==> src/rtl/pipe_pkg.sv <==
// Shared types and helpers for pipe_stage_reg.
// FULL exists only when PIPE_STAGE_SKID_EN is defined.
package pipe_pkg;

`ifdef PIPE_STAGE_SKID_EN
  typedef enum logic [1:0] {EMPTY = 2'd0, BUSY = 2'd1, FULL = 2'd2} pipe_state_e;
`else
  typedef enum logic [1:0] {EMPTY = 2'd0, BUSY = 2'd1} pipe_state_e;
`endif

  // Replicated to CTRL_W bits to form the default NOP control word
  localparam logic CTRL_NOP_BIT = 1'b0;

  // Saturating increment for counters up to 32 bits wide
  function automatic logic [31:0] sat_inc(input logic [31:0] val, input int unsigned width);
    logic [31:0] max_val;
    max_val = (width >= 32) ? '1 : ((32'd1 << width) - 32'd1);
    return (val >= max_val) ? val : val + 32'd1;
  endfunction

endpackage

==> src/rtl/pipe_slot.sv <==
// One valid+data+ctrl holding register with load, clear-to-NOP and hold.
module pipe_slot #(
  parameter int unsigned       DATA_W   = 128,
  parameter int unsigned       CTRL_W   = 16,
  parameter logic [CTRL_W-1:0] CTRL_NOP = '0
) (
  input  logic              clk_i,
  input  logic              rst_ni,
  input  logic              load_i,
  input  logic              clr_i,
  input  logic [DATA_W-1:0] data_i,
  input  logic [CTRL_W-1:0] ctrl_i,
  output logic              valid_o,
  output logic [DATA_W-1:0] data_o,
  output logic [CTRL_W-1:0] ctrl_o
);

  logic              valid_d, valid_q;
  logic [DATA_W-1:0] data_d, data_q;
  logic [CTRL_W-1:0] ctrl_d, ctrl_q;

  // Clear wins over load
  always_comb begin
    valid_d = valid_q;
    data_d  = data_q;
    ctrl_d  = ctrl_q;
    if (clr_i) begin
      valid_d = 1'b0;
      data_d  = '0;
      ctrl_d  = CTRL_NOP;
    end else if (load_i) begin
      valid_d = 1'b1;
      data_d  = data_i;
      ctrl_d  = ctrl_i;
    end
  end

  always_ff @(posedge clk_i) begin
    if (!rst_ni) begin
      valid_q <= 1'b0;
      data_q  <= '0;
      ctrl_q  <= CTRL_NOP;
    end else begin
      valid_q <= valid_d;
      data_q  <= data_d;
      ctrl_q  <= ctrl_d;
    end
  end

  assign valid_o = valid_q;
  assign data_o  = data_q;
  assign ctrl_o  = ctrl_q;

endmodule

==> src/rtl/pipe_stage_reg.sv <==
// Parametrised valid/ready pipeline-stage register with flush-to-NOP and bubble counter.
// Define PIPE_STAGE_SKID_EN for a 2-entry skid buffer with a registered in_ready.
module pipe_stage_reg
  import pipe_pkg::*;
#(
  parameter int unsigned       DATA_W   = 128,
  parameter int unsigned       CTRL_W   = 16,
  parameter logic [CTRL_W-1:0] CTRL_NOP = {CTRL_W{CTRL_NOP_BIT}},
  parameter int unsigned       CNT_W    = 16
) (
  input  logic              clk,
  input  logic              rst_n,
  input  logic              in_valid,
  output logic              in_ready,
  input  logic [DATA_W-1:0] in_data,
  input  logic [CTRL_W-1:0] in_ctrl,
  input  logic              flush,
  output logic              out_valid,
  input  logic              out_ready,
  output logic [DATA_W-1:0] out_data,
  output logic [CTRL_W-1:0] out_ctrl,
  output logic [CNT_W-1:0]  bubble_cnt,
  input  logic              bubble_clr
);

  pipe_state_e       state_d, state_q;
  logic              in_xfer, out_xfer;
  logic              main_load, main_clr;
  logic [DATA_W-1:0] main_src_data;
  logic [CTRL_W-1:0] main_src_ctrl;
  logic [CNT_W-1:0]  bubble_d, bubble_q;

  assign in_xfer  = in_valid && in_ready;
  assign out_xfer = out_valid && out_ready;

  pipe_slot #(
    .DATA_W   (DATA_W),
    .CTRL_W   (CTRL_W),
    .CTRL_NOP (CTRL_NOP)
  ) u_main (
    .clk_i   (clk),
    .rst_ni  (rst_n),
    .load_i  (main_load),
    .clr_i   (main_clr),
    .data_i  (main_src_data),
    .ctrl_i  (main_src_ctrl),
    .valid_o (out_valid),
    .data_o  (out_data),
    .ctrl_o  (out_ctrl)
  );

`ifdef PIPE_STAGE_SKID_EN
  logic              skid_load, skid_clr, skid_valid;
  logic [DATA_W-1:0] skid_data;
  logic [CTRL_W-1:0] skid_ctrl;

  // Decoded from state flops only; no path from out_ready
  assign in_ready = rst_n && (state_q != FULL);

  pipe_slot #(
    .DATA_W   (DATA_W),
    .CTRL_W   (CTRL_W),
    .CTRL_NOP (CTRL_NOP)
  ) u_skid (
    .clk_i   (clk),
    .rst_ni  (rst_n),
    .load_i  (skid_load),
    .clr_i   (skid_clr),
    .data_i  (in_data),
    .ctrl_i  (in_ctrl),
    .valid_o (skid_valid),
    .data_o  (skid_data),
    .ctrl_o  (skid_ctrl)
  );

  always_comb begin
    state_d       = state_q;
    main_load     = 1'b0;
    main_clr      = 1'b0;
    skid_load     = 1'b0;
    skid_clr      = 1'b0;
    main_src_data = in_data;
    main_src_ctrl = in_ctrl;
    if (flush) begin
      state_d  = EMPTY;
      main_clr = 1'b1;
      skid_clr = 1'b1;
    end else begin
      unique case (state_q)
        EMPTY: begin
          if (in_xfer) begin
            main_load = 1'b1;
            state_d   = BUSY;
          end
        end
        BUSY: begin
          if (in_xfer && out_xfer) begin
            main_load = 1'b1;
          end else if (in_xfer) begin
            skid_load = 1'b1;
            state_d   = FULL;
          end else if (out_xfer) begin
            main_clr = 1'b1;
            state_d  = EMPTY;
          end
        end
        FULL: begin
          if (out_xfer && skid_valid) begin
            main_load     = 1'b1;
            main_src_data = skid_data;
            main_src_ctrl = skid_ctrl;
            skid_clr      = 1'b1;
            state_d       = BUSY;
          end
        end
        default: state_d = EMPTY;
      endcase
    end
  end
`else
  assign in_ready = rst_n && (!out_valid || out_ready);

  always_comb begin
    state_d       = state_q;
    main_load     = 1'b0;
    main_clr      = 1'b0;
    main_src_data = in_data;
    main_src_ctrl = in_ctrl;
    if (flush) begin
      state_d  = EMPTY;
      main_clr = 1'b1;
    end else begin
      unique case (state_q)
        EMPTY: begin
          if (in_xfer) begin
            main_load = 1'b1;
            state_d   = BUSY;
          end
        end
        BUSY: begin
          if (in_xfer) begin
            main_load = 1'b1;
          end else if (out_xfer) begin
            main_clr = 1'b1;
            state_d  = EMPTY;
          end
        end
        default: state_d = EMPTY;
      endcase
    end
  end
`endif

  always_comb begin
    bubble_d = bubble_q;
    if (bubble_clr) begin
      bubble_d = '0;
    end else if (!out_valid) begin
      bubble_d = CNT_W'(sat_inc(32'(bubble_q), CNT_W));
    end
  end

  always_ff @(posedge clk) begin
    if (!rst_n) begin
      state_q  <= EMPTY;
      bubble_q <= '0;
    end else begin
      state_q  <= state_d;
      bubble_q <= bubble_d;
    end
  end

  assign bubble_cnt = bubble_q;

endmodule
==> config.mk <==
export PLATFORM = sky130hd
export DESIGN_NAME = pipe_stage_reg
export DESIGN_NICKNAME = d
export VERILOG_FILES = /design/src/rtl/pipe_pkg.sv /design/src/rtl/pipe_slot.sv /design/src/rtl/pipe_stage_reg.sv
export SDC_FILE = /design/constraint.sdc
export NUM_CORES = 1
export LEC_CHECK = 0
export ABC_CLOCK_PERIOD_IN_PS = 2000
export CORE_MARGIN = 2
export CORE_UTILIZATION = 40
export CTS_CLUSTER_SIZE = 10
export DETAILED_ROUTE_END_ITERATION = 16
export PLACE_DENSITY = 0.83
export RECOVER_POWER = 100
export SLEW_MARGIN = 25
export SYNTH_ARGS = -nofsm -noshare
export SYNTH_HDL_FRONTEND = slang
export SYNTH_HIERARCHICAL = 1
export SYNTH_SLANG_ARGS = --single-unit
export TNS_END_PERCENT = 10
==> constraint.sdc <==
create_clock -name clk -period 2 [get_ports clk]
set_clock_uncertainty 0.1 [all_clocks]
set_input_delay 0.4 -clock clk [delete_from_list [all_inputs] [get_ports clk]]
set_output_delay 0.4 -clock clk [all_outputs]
set_load 0.05 [all_outputs]
==> out/summary.md <==
## Pwr
* 3.67 nW — Leakage
* 5.48 mW — internal portion of total power
* 7.20 mW — Final Power
* 23.8% — sw frac
* 45.8% — fraction of power consumed by sequential logic
* 42.8% — Clk pwr share
* 0.000505 V — worst supply voltage drop on vdd
* 761 nW/um2 — PwrDens
* 1.71 mW — switching power of the nets
* 11.4% — logic gate share of total power

## Synth
* 53.7% — sequential share of the synthesized area
* 6040 um2 — Mapped Area
* sky130_fd_sc_hd__dfxtp_1, sky130_fd_sc_hd__mux2i_1, sky130_fd_sc_hd__nor2_1 — main area contributors after synthesis
* 10.5 um2 — average instance area after synthesis
* 6 — Yosys Warn Count
* sky130_fd_sc_hd__dfxtp_1 — Yosys top cell by area
* 0% — async set-or-reset flop fraction in the synthesized netlist
* 0 — Post-synth EDFFs
* 726 — Post-Syn Nets
* 162 — number of synthesized register bits
* sky130_fd_sc_hd__dfxtp_1 — Synth Flop Type
* 575 — number of standard cells after synthesis
* 43 — number of distinct standard cells referenced by the synthesized netlist
* 53.7% — top-area cell type share of the netlist area

## Timing
* 0.513 GHz — maximum clock rate
* 0 — number of endpoints with negative hold slack in the final report
* 0 — max-slew violation count
* 0.691 ns — pin slew with the least headroom to its limit
* 0 ns — Final TNS setup
* 1.95 ns — fin crit period
* 0.0506 ns — Final Worst Setup Slack
* 0 — final setup violation count
* 97.5% — crit share post-route
* yes — unrepaired setup endpoints after global routing
* 54.2% — Max-Slew Margin vs Limit

## Finish
* 10.3% — layout cells sized above 1
* 0 — diode count
* 64.6% — Finished Core Util
* 1050 — NumNets Final
* 9450 um2 — finished layout cell area
* 56.5% — Area Overhead vs Synth

## Detailed routing
* 5336 — routed vias
* 244 — violation count after the first detailed-route iteration
* 4 — number of search-and-repair iterations in the first detailed-routing pass
* 16.9 mm — total wire length
* 0 — Remaining DRCs
* met4 — highest routed metal layer
* 4.87 — vias per std cell
* 15.5 um — final routed wire length divided by cell count
* 6.62 mm — Post-Route M1 WL
* 0 — post-detailed-route count of antenna-violating nets
* 1.40 mm — met3 wirelength from detailed routing
* 8.33 mm — met2 layer wire length in the routed design

## Place
* 9370 um2 — placed inst area
* 0.775 — placer's final routability congestion estimate
* 311 — count of buffers inserted at the top-level ports
* 12.6 mm — Detail Placement HPWL
* -0.144 ns — DP Worst Slack

## Worst setup path
* 1.45 ns — arrival time at the worst endpoint
* 1.50 ns — required time of the critical path
* input port — type of origin of the critical path
* input port to primary output — CP Class
* 2 — Critical Path Fanout Max
* primary output — critical path endpoint category

## Die
* 14600 um2 — area of the core region
* 44 — Std-Cell Rows
* 127 um — height of the die
* 127 um — die span in x
* 312 — Top Ports
* 16100 um2 — Die ar.
* 41.3% — initial core utilization

## Clock network
* 2 — clock buffer depth
* 162 — # clock sinks
* 65 — number of resized instances in the post-cts repair step
* sky130_fd_sc_hd__clkbuf_16 — buffer cell driving the clock tree root
* 0 — # hold bufs at CTS
* 17 — number of buffers created by CTS
* 4 — H-tree depth reported by CTS
* 0 — number of setup buffers added after CTS
* built — CTS tree
* 0.06 ns — clock-pin slew reported for the worst setup and hold paths after clock tree synthesis
* 0.41 ns — worst skew pair latency

## Global routing
* 58 — largest net degree at the start of global routing
* 0 — Congestion Overflow GR
* 0 — initial antenna violation count
* 20.6% — total global-route track usage
* 26.3 mm — wire length of the first global-routing pass
* 5196 — via count of the first global-routing pass

## Status
* complete, no violations — run status

## Worst hold path
* register to register — type of the tightest min-delay check

## Flow run
* 0 — max-cap violation count

kinds of logic (layout without fill, tap and decap cells):
group / count (synthesis) / count (layout) / share of synthesized area [%]
adder cells (fa/ha/maj): 1 / 1 / 0.207
flip-flops: 162 / 162 / 53.7
multiplexers: 144 / 144 / 23.9
AND/OR/NAND/NOR: 196 / 196 / 14.7
AO/OA/AOI/OAI: 34 / 34 / 3.64
buffers and inverters: 38 / 375 / 3.89
flip-flops by register name, indices dropped and copies added, names as in the netlist:
register and count:
u_main/data_o 128, bubble_cnt 16, u_main/valid_o 1, u_main/ctrl_o 16
state_q 1
power by group through the flow:
| stage | logic, mW | clock network, mW | registers (mW) |
|---|---|---|---|
| floorplan | 0.244 | 0 | 3.51 |
| global placement | 0.855 | 0 | 3.37 |
| detailed placement | 0.862 | 0 | 3.37 |
| CTS | 0.854 | 3.16 | 3.30 |
| global route | 0.864 | 3.31 | 3.30 |
| finish | 0.818 | 3.08 | 3.29 |
final cells by class:
cell class | count | area (um2)
Multi-Input combinational cell | 375 | 2570
Timing Repair Buffer | 341 | 2820
Clock inverter | 12 | 106
Fill cell | 1261 | 5190
Clock buffer | 20 | 457
Tap cell | 184 | 230
Inverter | 2 | 7.51
Sequential cell | 162 | 3260
synthesized netlist by cell type (2+ instances only):
library cell and count:
sky130_fd_sc_hd__a211oi_1 3, sky130_fd_sc_hd__a21oi_1 12, sky130_fd_sc_hd__a31oi_1 3, sky130_fd_sc_hd__and3_1 2
sky130_fd_sc_hd__and4b_1 2, sky130_fd_sc_hd__buf_2 8, sky130_fd_sc_hd__buf_4 10, sky130_fd_sc_hd__buf_6 6
sky130_fd_sc_hd__clkbuf_1 12, sky130_fd_sc_hd__dfxtp_1 162, sky130_fd_sc_hd__inv_1 2, sky130_fd_sc_hd__mux2i_1 144
sky130_fd_sc_hd__nand2_1 7, sky130_fd_sc_hd__nand2b_1 4, sky130_fd_sc_hd__nand3_1 5, sky130_fd_sc_hd__nand4_1 2
sky130_fd_sc_hd__nand4b_1 2, sky130_fd_sc_hd__nor2_1 150, sky130_fd_sc_hd__nor4_2 2, sky130_fd_sc_hd__o21ai_0 6
sky130_fd_sc_hd__o31ai_1 2, sky130_fd_sc_hd__or3_1 4, sky130_fd_sc_hd__or3_2 2, sky130_fd_sc_hd__or4_1 4
critical path, cell delays in order:
cell and delay [ns]:
sky130_fd_sc_hd__clkdlybuf4s50_1 0.42, sky130_fd_sc_hd__nand2b_1 0.17, sky130_fd_sc_hd__buf_4 0.14, sky130_fd_sc_hd__and2_1 0.17, sky130_fd_sc_hd__buf_12 0.15
stage by stage:
step,hold slack (ns),instances
floorplan,0.377,575
global placement,0.361,1064
detailed placement,0.377,1064
CTS,0.387,1096
global route,0.397,1096
finish,0.383,1096
cells in the final DEF (no fill, tap or decap), types with 3 or more instances in the layout:
| cell | count |
|---|---|
| sky130_fd_sc_hd__nand3_1 | 5 |
| sky130_fd_sc_hd__nand2b_1 | 3 |
| sky130_fd_sc_hd__a21oi_1 | 12 |
| sky130_fd_sc_hd__dfxtp_1 | 148 |
| sky130_fd_sc_hd__or4_1 | 3 |
| sky130_fd_sc_hd__a31oi_1 | 3 |
| sky130_fd_sc_hd__a211oi_1 | 4 |
| sky130_fd_sc_hd__mux2i_1 | 144 |
| sky130_fd_sc_hd__or3_1 | 4 |
| sky130_fd_sc_hd__dlygate4sd2_1 | 65 |
| sky130_fd_sc_hd__dfxtp_2 | 13 |
| sky130_fd_sc_hd__clkinv_4 | 3 |
| sky130_fd_sc_hd__buf_4 | 13 |
| sky130_fd_sc_hd__clkbuf_16 | 17 |
| sky130_fd_sc_hd__buf_12 | 13 |
| sky130_fd_sc_hd__nor2_1 | 150 |
| sky130_fd_sc_hd__clkbuf_1 | 90 |
| sky130_fd_sc_hd__o21ai_0 | 6 |
| sky130_fd_sc_hd__clkdlybuf4s50_1 | 149 |
| sky130_fd_sc_hd__clkinv_2 | 5 |
| sky130_fd_sc_hd__clkbuf_2 | 11 |
| sky130_fd_sc_hd__nand2_1 | 7 |
final timing paths:
| kind | slack (ns) | to | cells after the start | from |
|---|---|---|---|---|
| worst max-delay path | 0.05 | in_ready | 5 | out_ready |
| worst min-delay path | 0.38 | bubble_cnt[11]$_SDFFE_PP0P_ | 1 | bubble_cnt[11]$_SDFFE_PP0P_ |
| worst max register to register | 0.13 | bubble_cnt[13]$_SDFFE_PP0P_ | 6 | bubble_cnt[2]$_SDFFE_PP0P_ |
| worst min register to register | 0.38 | bubble_cnt[11]$_SDFFE_PP0P_ | 1 | bubble_cnt[11]$_SDFFE_PP0P_ |
metal layers:
| layer | GRT usage [%] | vias up |
|---|---|---|
| met5 | 0 | - |
| met4 | 10.4 | 0 |
| met3 | 7.72 | 36 |
| met2 | 35.2 | 219 |
| met1 | 22.4 | 2455 |
| li1 | - | 2626 |
Power figures use the tool's default switching activity.
